$ cat src/rtl/char_gen_pkg.sv
// Shared types and helpers for the character-generator fetch path:
// glyph/row/code widths, the fetch FSM state encoding and the ROM
// address packing used to index the character ROM.
package char_gen_pkg;

  localparam int GLYPH_W = 8;
  localparam int ROW_W   = 4;
  localparam int CODE_W  = 7;
  // Native ROM address: bank bit, glyph row, character code.
  localparam int BASE_AW = 1 + ROW_W + CODE_W;

  typedef enum logic [1:0] {
    S_IDLE = 2'd0,
    S_RD   = 2'd1,
    S_CAP  = 2'd2
  } fetch_state_t;

  // Build the native 12-bit ROM address {bank, row, code}.
  function automatic logic [BASE_AW-1:0] pack_addr(
    input logic              bank,
    input logic [ROW_W-1:0]  row,
    input logic [CODE_W-1:0] code
  );
    return {bank, row, code};
  endfunction

endpackage

$ cat src/rtl/glyph_shifter.sv
// Glyph serializer: a one-byte hold register filled by the fetch FSM,
// a shift register that emits one pixel per pixel-clock enable, and a
// sticky underrun flag raised when a pixel slot finds nothing to send.
module glyph_shifter
  import char_gen_pkg::*;
#(
  parameter bit MSB_FIRST = 1'b0,
  parameter bit INVERT    = 1'b0
) (
  input  logic               clk,
  input  logic               reset_n,
  input  logic               i_flush,
  input  logic               i_pix_ce,
  input  logic               i_cap,
  input  logic [GLYPH_W-1:0] i_cap_data,
  output logic               o_hold_full,
  output logic               o_pix_out,
  output logic               o_pix_valid,
  output logic               o_underrun
);

  localparam int CNT_W = $clog2(GLYPH_W);

  logic [GLYPH_W-1:0] r_hold;
  logic               r_hold_full;
  logic [GLYPH_W-1:0] r_shift;
  logic [CNT_W-1:0]   r_bit_cnt;
  logic               r_pix_out;
  logic               r_pix_valid;
  logic               r_underrun;

  logic               w_busy;
  logic               w_load;
  logic               w_starve;

  // Bit sent in the load slot, taken straight from the hold byte.
  function automatic logic first_bit(input logic [GLYPH_W-1:0] b);
    return MSB_FIRST ? b[GLYPH_W-1] : b[0];
  endfunction

  // Bit sent on the next shift: the shift register still holds the
  // already-sent bit at its output end, so look one position in.
  function automatic logic next_bit(input logic [GLYPH_W-1:0] b);
    return MSB_FIRST ? b[GLYPH_W-2] : b[1];
  endfunction

  function automatic logic [GLYPH_W-1:0] advance(input logic [GLYPH_W-1:0] b);
    return MSB_FIRST ? {b[GLYPH_W-2:0], 1'b0} : {1'b0, b[GLYPH_W-1:1]};
  endfunction

  assign w_busy   = (r_bit_cnt != '0);
  assign w_load   = i_pix_ce && !w_busy && r_hold_full;
  assign w_starve = i_pix_ce && !w_busy && !r_hold_full;

  // Hold register: filled by a ROM capture, emptied by a shifter load or a line flush.
  always_ff @(posedge clk) begin
    if (!reset_n) begin
      r_hold      <= '0;
      r_hold_full <= 1'b0;
    end else if (i_flush) begin
      r_hold_full <= 1'b0;
    end else if (w_load) begin
      r_hold_full <= 1'b0;
    end else if (i_cap) begin
      r_hold      <= i_cap_data;
      r_hold_full <= 1'b1;
    end
  end

  // Serializer: one pixel per enabled slot; outputs hold while the enable is low.
  always_ff @(posedge clk) begin
    if (!reset_n) begin
      r_shift     <= '0;
      r_bit_cnt   <= '0;
      r_pix_out   <= 1'b0;
      r_pix_valid <= 1'b0;
    end else if (i_flush) begin
      r_bit_cnt   <= '0;
      r_pix_out   <= 1'b0;
      r_pix_valid <= 1'b0;
    end else if (i_pix_ce) begin
      if (w_busy) begin
        r_pix_out   <= next_bit(r_shift) ^ INVERT;
        r_shift     <= advance(r_shift);
        r_bit_cnt   <= r_bit_cnt - CNT_W'(1);
        r_pix_valid <= 1'b1;
      end else if (r_hold_full) begin
        r_shift     <= r_hold;
        r_bit_cnt   <= CNT_W'(GLYPH_W - 1);
        r_pix_out   <= first_bit(r_hold) ^ INVERT;
        r_pix_valid <= 1'b1;
      end else begin
        r_pix_out   <= 1'b0;
        r_pix_valid <= 1'b0;
      end
    end
  end

  // Sticky underrun: only reset clears it, a line flush leaves it alone.
  always_ff @(posedge clk) begin
    if (!reset_n) begin
      r_underrun <= 1'b0;
    end else if (!i_flush && w_starve) begin
      r_underrun <= 1'b1;
    end
  end

  assign o_hold_full = r_hold_full;
  assign o_pix_out   = r_pix_out;
  assign o_pix_valid = r_pix_valid;
  assign o_underrun  = r_underrun;

endmodule

$ cat src/rtl/char_gen_fetch.sv
// Character-generator fetch/serializer. Accepts {code, row} from the
// text-line buffer, issues a single-cycle read to the character ROM,
// captures the registered ROM byte two cycles later and hands it to the
// glyph shifter. At most one fetch is in flight; a new character is only
// accepted when the hold byte is empty, which also guarantees a capture
// never collides with a shifter load.
module char_gen_fetch
  import char_gen_pkg::*;
#(
  parameter int ROM_AW    = 12,
  parameter bit FONT_BANK = 1'b0,
  parameter bit MSB_FIRST = 1'b0,
  parameter bit INVERT    = 1'b0
) (
  input  logic               clk,
  input  logic               reset_n,
  input  logic               pix_ce,
  input  logic               line_start,
  input  logic               char_valid,
  input  logic [CODE_W-1:0]  char_code,
  input  logic [ROW_W-1:0]   char_row,
  output logic               char_ready,
  output logic [ROM_AW-1:0]  rom_addr,
  output logic               rom_rd,
  input  logic [GLYPH_W-1:0] rom_data,
  output logic               pix_out,
  output logic               pix_valid,
  output logic               underrun
);

  fetch_state_t      r_state;
  fetch_state_t      w_state_nxt;
  logic [ROM_AW-1:0] r_rom_addr;
  logic              r_rom_rd;

  logic              w_ready_idle;
  logic              w_accept;
  logic              w_cap;
  logic              w_hold_full;

  // Fetch FSM next state: accept in IDLE, wait out the ROM latency, capture; a line flush returns to IDLE.
  always_comb begin
    w_state_nxt  = r_state;
    w_ready_idle = 1'b0;
    w_accept     = 1'b0;
    w_cap        = 1'b0;
    case (r_state)
      S_IDLE: begin
        w_ready_idle = !w_hold_full && !line_start;
        if (char_valid && w_ready_idle) begin
          w_accept    = 1'b1;
          w_state_nxt = S_RD;
        end
      end
      S_RD: begin
        w_state_nxt = S_CAP;
      end
      S_CAP: begin
        w_cap       = 1'b1;
        w_state_nxt = S_IDLE;
      end
      default: begin
        w_state_nxt = S_IDLE;
      end
    endcase
    if (line_start) begin
      w_state_nxt = S_IDLE;
      w_cap       = 1'b0;
    end
  end

  // Fetch FSM state register.
  always_ff @(posedge clk) begin
    if (!reset_n) begin
      r_state <= S_IDLE;
    end else begin
      r_state <= w_state_nxt;
    end
  end

  // ROM request: address latched on accept and held between fetches; rd pulses for one cycle.
  always_ff @(posedge clk) begin
    if (!reset_n) begin
      r_rom_addr <= '0;
      r_rom_rd   <= 1'b0;
    end else begin
      r_rom_rd <= w_accept;
      if (w_accept) begin
        r_rom_addr <= ROM_AW'(pack_addr(FONT_BANK, char_row, char_code));
      end
    end
  end

  assign char_ready = w_ready_idle && reset_n;
  assign rom_addr   = r_rom_addr;
  assign rom_rd     = r_rom_rd;

  glyph_shifter #(
    .MSB_FIRST (MSB_FIRST),
    .INVERT    (INVERT)
  ) u_shifter (
    .clk         (clk),
    .reset_n     (reset_n),
    .i_flush     (line_start),
    .i_pix_ce    (pix_ce),
    .i_cap       (w_cap),
    .i_cap_data  (rom_data),
    .o_hold_full (w_hold_full),
    .o_pix_out   (pix_out),
    .o_pix_valid (pix_valid),
    .o_underrun  (underrun)
  );

endmodule

$ cat config.mk
export PLATFORM = sky130hd
export DESIGN_NAME = char_gen_fetch
export DESIGN_NICKNAME = d
export VERILOG_FILES = /design/src/rtl/char_gen_pkg.sv /design/src/rtl/glyph_shifter.sv /design/src/rtl/char_gen_fetch.sv
export SDC_FILE = /design/constraint.sdc
export NUM_CORES = 1
export LEC_CHECK = 0
export BUFFER_PORTS_ARGS = -buffer_cell sky130_fd_sc_hd__buf_4
export CORE_MARGIN = 5
export CORE_UTILIZATION = 51
export CTS_CLUSTER_SIZE = 25
export DETAILED_ROUTE_END_ITERATION = 6
export PLACE_DENSITY = 0.81
export SLEW_MARGIN = 10
export SYNTH_ARGS = -nofsm -noshare
export SYNTH_HDL_FRONTEND = slang
export SYNTH_HIERARCHICAL = 1
export SYNTH_SLANG_ARGS = --single-unit
$ cat constraint.sdc
create_clock -name clk -period 1.7 [get_ports clk]
set_input_delay 0.17 -clock clk [delete_from_list [all_inputs] [get_ports clk]]
set_output_delay 0.17 -clock clk [all_outputs]
set_load 0.03 [all_outputs]
# --- Word-level counts from Yosys, hierarchy flattened ---
# Index checks and enable logic that the tools add are counted.
op_classes:
  n_mux: 15
  n_addsub: 1
  eq_ne: 3
  bitwise: 3
  n_reduce_logical: 18
op_table:
  columns: ["op", "count"]
  rows:
  - ["2-to-1 mux 8 bit", 2]
  - ["2-to-1 mux 1 bit", 9]
  - ["logical AND 1 bit", 7]
  - ["2-to-1 mux 3 bit", 2]
  - ["AND reduction 3 bit", 2]
  - ["case mux 2 bit (2 select lines)", 1]
  - ["zero test 1 bit", 3]
  - ["NOT 1 bit", 3]
  - ["nonzero test 3 bit", 1]
  - ["OR reduction 3 bit", 1]
  - ["subtractor 3 x 1 -> 3 bit, second input constant", 1]
  - ["== test 2 x 1 -> 1 bit, second input constant", 1]
  - ["== test 2 bit, second input constant", 1]
  - ["zero test 2 bit", 1]
  - ["2-to-1 mux 2 bit", 1]
  - ["!= test 2 bit, second input constant", 1]
  - ["AND reduction 2 bit", 1]
  - ["nonzero test 2 bit", 1]
  - ["OR reduction 2 bit", 1]
word_totals:
  word_cells: 50
  in_bits: 24
  regBits: 37
  out_inout_bits: 17

# --- Longest topological paths before layout ---
logic_depth:
  ltp_word: 6
  ltp_mapped: 6
  mapped_depth_nobuf: 5

# --- Modules after synthesis ---
# The synthesis kept the hierarchy.
by_module_without_submodules:
  columns: ["mod", "seq_area_each_um2", "area_per_inst_um2", "n_inst", "cells_per_inst"]
  rows:
  - ["glyph_shifter", 440.4, 989.7, 1, 105]
  - ["char_gen_fetch", 280.3, 576.8, 1, 60]

# --- Least setup slack after synthesis ---
# Ideal clock, no wire load.
synth_timing:
  kind: "reg2reg"
  startpoint: "reg u_shifter.r_bit_cnt[0]"
  endpoint: "reg u_shifter.r_shift[1]"
  setup_slack_ns: 0.270
  required_time_ns: 1.614
  setup_time_ns: 0.086
  synth_period_minus_slack_ns: 1.430
  path_stages_with_launch: 7
  arrival_ns: 1.344
  cell_sequence: "dfxtp_1 inv_1 ha_1 or3b_1 and2_1 buf_6 a211oi_1"
synth_via:
  elab_chain_cells: 3
synth_lines:
  columns: ["item", "line", "rtl"]
  rows:
  - ["start: declaration", "glyph_shifter.sv:27", "logic [CNT_W-1:0] r_bit_cnt;"]
  - ["start signal: assignment", "glyph_shifter.sv:85", "r_bit_cnt <= r_bit_cnt - CNT_W'(1);"]
  - ["start signal: assignment", "glyph_shifter.sv:89", "r_bit_cnt <= CNT_W'(GLYPH_W - 1);"]
  - ["nonzero test 3 bit *", "glyph_shifter.sv:51", "assign w_busy = (r_bit_cnt != '0);"]
  - ["nonzero test 2 bit (no source line)", null, null]
  - ["AND reduction 3 bit (no source line)", null, null]
  - ["end signal: assignment", "glyph_shifter.sv:84", "r_shift <= advance(r_shift);"]
  - ["end signal: assignment", "glyph_shifter.sv:88", "r_shift <= r_hold;"]
  - ["end: declaration", "glyph_shifter.sv:26", "logic [GLYPH_W-1:0] r_shift;"]
# Every way passes the cells marked *; elsewhere a longest branch is shown, timed or not.
# A chain may end at the register's enable or synchronous reset.

# --- Worst setup path after layout ---
layout_timing:
  startpoint: "reg u_shifter.r_bit_cnt[0]"
  endpoint: "reg u_shifter.r_shift[3]"
# The elaborated chain is that of the path after synthesis.

==> results_dict.tcl <==
set metrics [dict create \
    power_frac_seq_pct 57.1 \
    remaining_drc_errors 0 \
    rrSetupSlack_ns 0.13 \
    postPlaceCellArea_sq_mm 0.00187 \
    clk_pin_slew_ns 0.10 \
    antenna_found_initial 0 \
    crit_type "register to register" \
    synthArstFlopShare_pct 0 \
    synth_top_family_by_area "simple AND/OR/NAND/NOR gates" \
    fin_crit_sh_pct 92.5 \
    p_comb_share_pct 12.7 \
    htreeDepth 2 \
    fin_area_sq_mm 0.00194 \
    grt_overflow 0 \
    ir_worst_vdd_mv 0.555 \
    insertion_delay_ns 0.33 \
    p_clk_share_pct 30.2 \
    ys_warn_count 6 \
    status "finished clean" \
    cts_tree "done" \
    via_per_inst 5.30 \
    setup_tns_ns 0 \
    final_net_count 230 \
    vias 1261 \
    synth_area_sq_mm 0.00157 \
    grt_max_degree 27 \
    reg2reg_depth 5 \
    hold_path_depth 2 \
    cts_root_buf "clkbuf_4" \
    grt_usage_pct 16.1 \
    hold_buffers 0 \
    hold_end "rom_rd$_SDFF_PN0_" \
    worstPathMaxFanout 7 \
    synthAdderAreaFrac_pct 1.60 \
    synthSimpleGateAreaFrac_pct 21.2 \
    cellInternalPower_mw 1.15 \
    crit_required_ns 1.95 \
    slew_viol_final 0 \
    muxShareOfSynthArea_pct 17.3 \
    hold_start "char_valid" \
    end_kind "register" \
    ant_nets 0 \
    switching_share_pct 24.5 \
    synthFlopType "dfxtp_1" \
    dieWidth_microns 65.4 \
    timing.final.hold_violations 0 \
    rsz0062_at_grt "no" \
    synth_xor_area_share_pct 0 \
    rr_startpoint "u_shifter/r_bit_cnt[0]$_SDFFE_PP0P_" \
    power_switching_mw 0.374 \
    synth_cells 165 \
    first_pass_iters 4 \
    wirelength_microns 3240 \
    critPathArrivalTime_ns 1.82 \
    r2r_end "u_shifter/r_shift[3]$_SDFFE_PN0P_" \
    port_buffers 39 \
    hold_path.class "input port to register" \
    ios 41 \
    finalClockSkew_ns 0.00608 \
    post_cts_buffers 0 \
    synth-edff-count 0 \
    synth_compound_gate_area_share_pct 8.39 \
    ys_seq_elements 36 \
    drv_cap 0 \
    min_period_ns 1.57 \
    clock_path_buffers 2 \
    dp_hpwl_microns 2410 \
    dp_slack_ns 0.0988 \
    postSynthAreaPerCell_sq_um 9.49 \
    gp_congestion 0.780 \
    whs_ns 0.0553 \
    fp-row-count 20 \
    power.leakage_nw 0.779 \
    cts_made_buffers 5 \
    floorplan.die.height_microns 65.4 \
    start_util_pct 52.2 \
    yosysSeqAreaShare_pct 46.0 \
    ys_types 32 \
    setup_violations 0 \
    drive_above_1_share_pct 28.8 \
    start_kind "register" \
    setup_ws_ns 0.127 \
    syn-num-nets 191 \
    power_density_mw_per_mm2 789 \
    fp.dieArea_sq_mm 0.00428 \
    core_region_area_sq_mm 0.00300 \
    insertedDiodeCount 0 \
    area_growth_pct 23.6 \
    grt_pass1_vias 1195 \
    grt_pass1_wl_microns 5280 \
    avgRoutedWirePerCell_microns 13.6 \
    fmax_ghz 0.636 \
    cts_sinks 36 \
    drt_iter0_drc 33 \
]
-- placed cells by master, fill, tap and decap left out, drive strengths merged, types with 2 or more instances in the layout --
cell type / netlist / layout
buf: 7 / 44
nand2: 40 / 40
dfxtp: 36 / 36
mux2i: 26 / 26
a21oi: 10 / 10
clkbuf: 5 / 8
a211oi: 6 / 6
nand2b: 3 / 3
inv: 3 / 3
nor2b: 3 / 3
nor3b: 3 / 3
and2: 3 / 3
a311oi: 2 / 2
nor2: 2 / 2
ha: 2 / 2
nor4: 2 / 2
nor3: 2 / 2
-- cells by family after synthesis --
group | count (synthesis)
AO/OA/AOI/OAI | 21
adder cells (fa/ha/maj) | 2
buffers and inverters | 15
flip-flops | 36
multiplexers | 27
other | 1
AND/OR/NAND/NOR | 63
-- cell usage after synthesis, types with 2 or more instances --
master    instances  area, sq um
nand2_1          40          150
dfxtp_1          36          721
inv_1             3         11.3
a21oi_1          10         50.1
buf_6             2         22.5
nand2b_1          3         18.8
nor3b_1           2         15.0
clkbuf_1          5         18.8
buf_2             3         15.0
ha_1              2         25.0
nor2b_1           3         18.8
nor2_1            2         7.51
and2_1            3         18.8
buf_4             2         15.0
a211oi_1          6         45.0
a311oi_1          2         17.5
mux2i_1          26          260
-- stage by stage --
stage	power [mW]	utilization, %	cells
global route	1.61	64.5	238
finish	1.53	64.5	238
detailed placement	1.09	62.2	230
global placement	1.08	62.2	230
CTS	1.55	64.1	238
floorplan	1.00	-	165
-- how the worst max path moves through the flow --
| stage | end | startpoint |
|---|---|---|
| floorplan | u_shifter/r_shift[1]$_SDFFE_PN0P_ | u_shifter/r_bit_cnt[0]$_SDFFE_PP0P_ |
| global placement | u_shifter/r_shift[4]$_SDFFE_PN0P_ | u_shifter/r_bit_cnt[0]$_SDFFE_PP0P_ |
| detailed placement | u_shifter/r_shift[2]$_SDFFE_PN0P_ | u_shifter/r_bit_cnt[0]$_SDFFE_PP0P_ |
| CTS | u_shifter/r_shift[3]$_SDFFE_PN0P_ | u_shifter/r_bit_cnt[0]$_SDFFE_PP0P_ |
| global route | u_shifter/r_shift[3]$_SDFFE_PN0P_ | u_shifter/r_bit_cnt[0]$_SDFFE_PP0P_ |
| finish | u_shifter/r_shift[3]$_SDFFE_PN0P_ | u_shifter/r_bit_cnt[0]$_SDFFE_PP0P_ |
-- critical path, cell delays in order (launching register included) --
cell and delay [ns]:
dfxtp_1 0.34, inv_1 0.08, ha_1 0.20, or3b_4 0.42, and2_2 0.24, a211oi_1 0.22
-- routing by layer --
metal  global-route usage, %  wire length, microns  up-vias
li1                        -                     -      639
met1                    18.6                  1370      586
met2                    27.2                  1610       31
met3                    5.98                   213        5
met4                    5.44                    48        0
met5                       0                     0        -
-- power by group through the flow --
| stage | clock [mW] | sequential (mW) | combinational (mW) |
|---|---|---|---|
| finish | 0.462 | 0.872 | 0.194 |
| global route | 0.530 | 0.876 | 0.208 |
| CTS | 0.487 | 0.873 | 0.195 |
| detailed placement | 0 | 0.892 | 0.194 |
| global placement | 0 | 0.891 | 0.188 |
| floorplan | 0 | 0.923 | 0.0778 |
-- cell type report --
| class | count | area, sq um |
|---|---|---|
| inverters | 3 | 11.3 |
| multi-input cells | 114 | 773 |
| well taps | 33 | 41.3 |
| flip-flops and latches | 36 | 721 |
| clock buffers | 8 | 58.8 |
| fillers | 253 | 1070 |
| repair buffers | 44 | 330 |
-- state kept, by name, summed over array words and instances, names as in the netlist --
register / cells
rom_addr: 11
u_shifter/o_underrun: 1
u_shifter/o_hold_full: 1
r_state: 2
rom_rd: 1
u_shifter/o_pix_valid: 1
u_shifter/r_bit_cnt: 3
u_shifter/o_pix_out: 1
u_shifter/r_shift: 7
u_shifter/r_hold: 8
-- what timing repair did --
action / CTS / global route
gates resized for setup: 0 / 4
endpoints found under the setup margin: 0 / 5
hold endpoints to repair: 0 / 0
(Power assumes the default switching activity.)
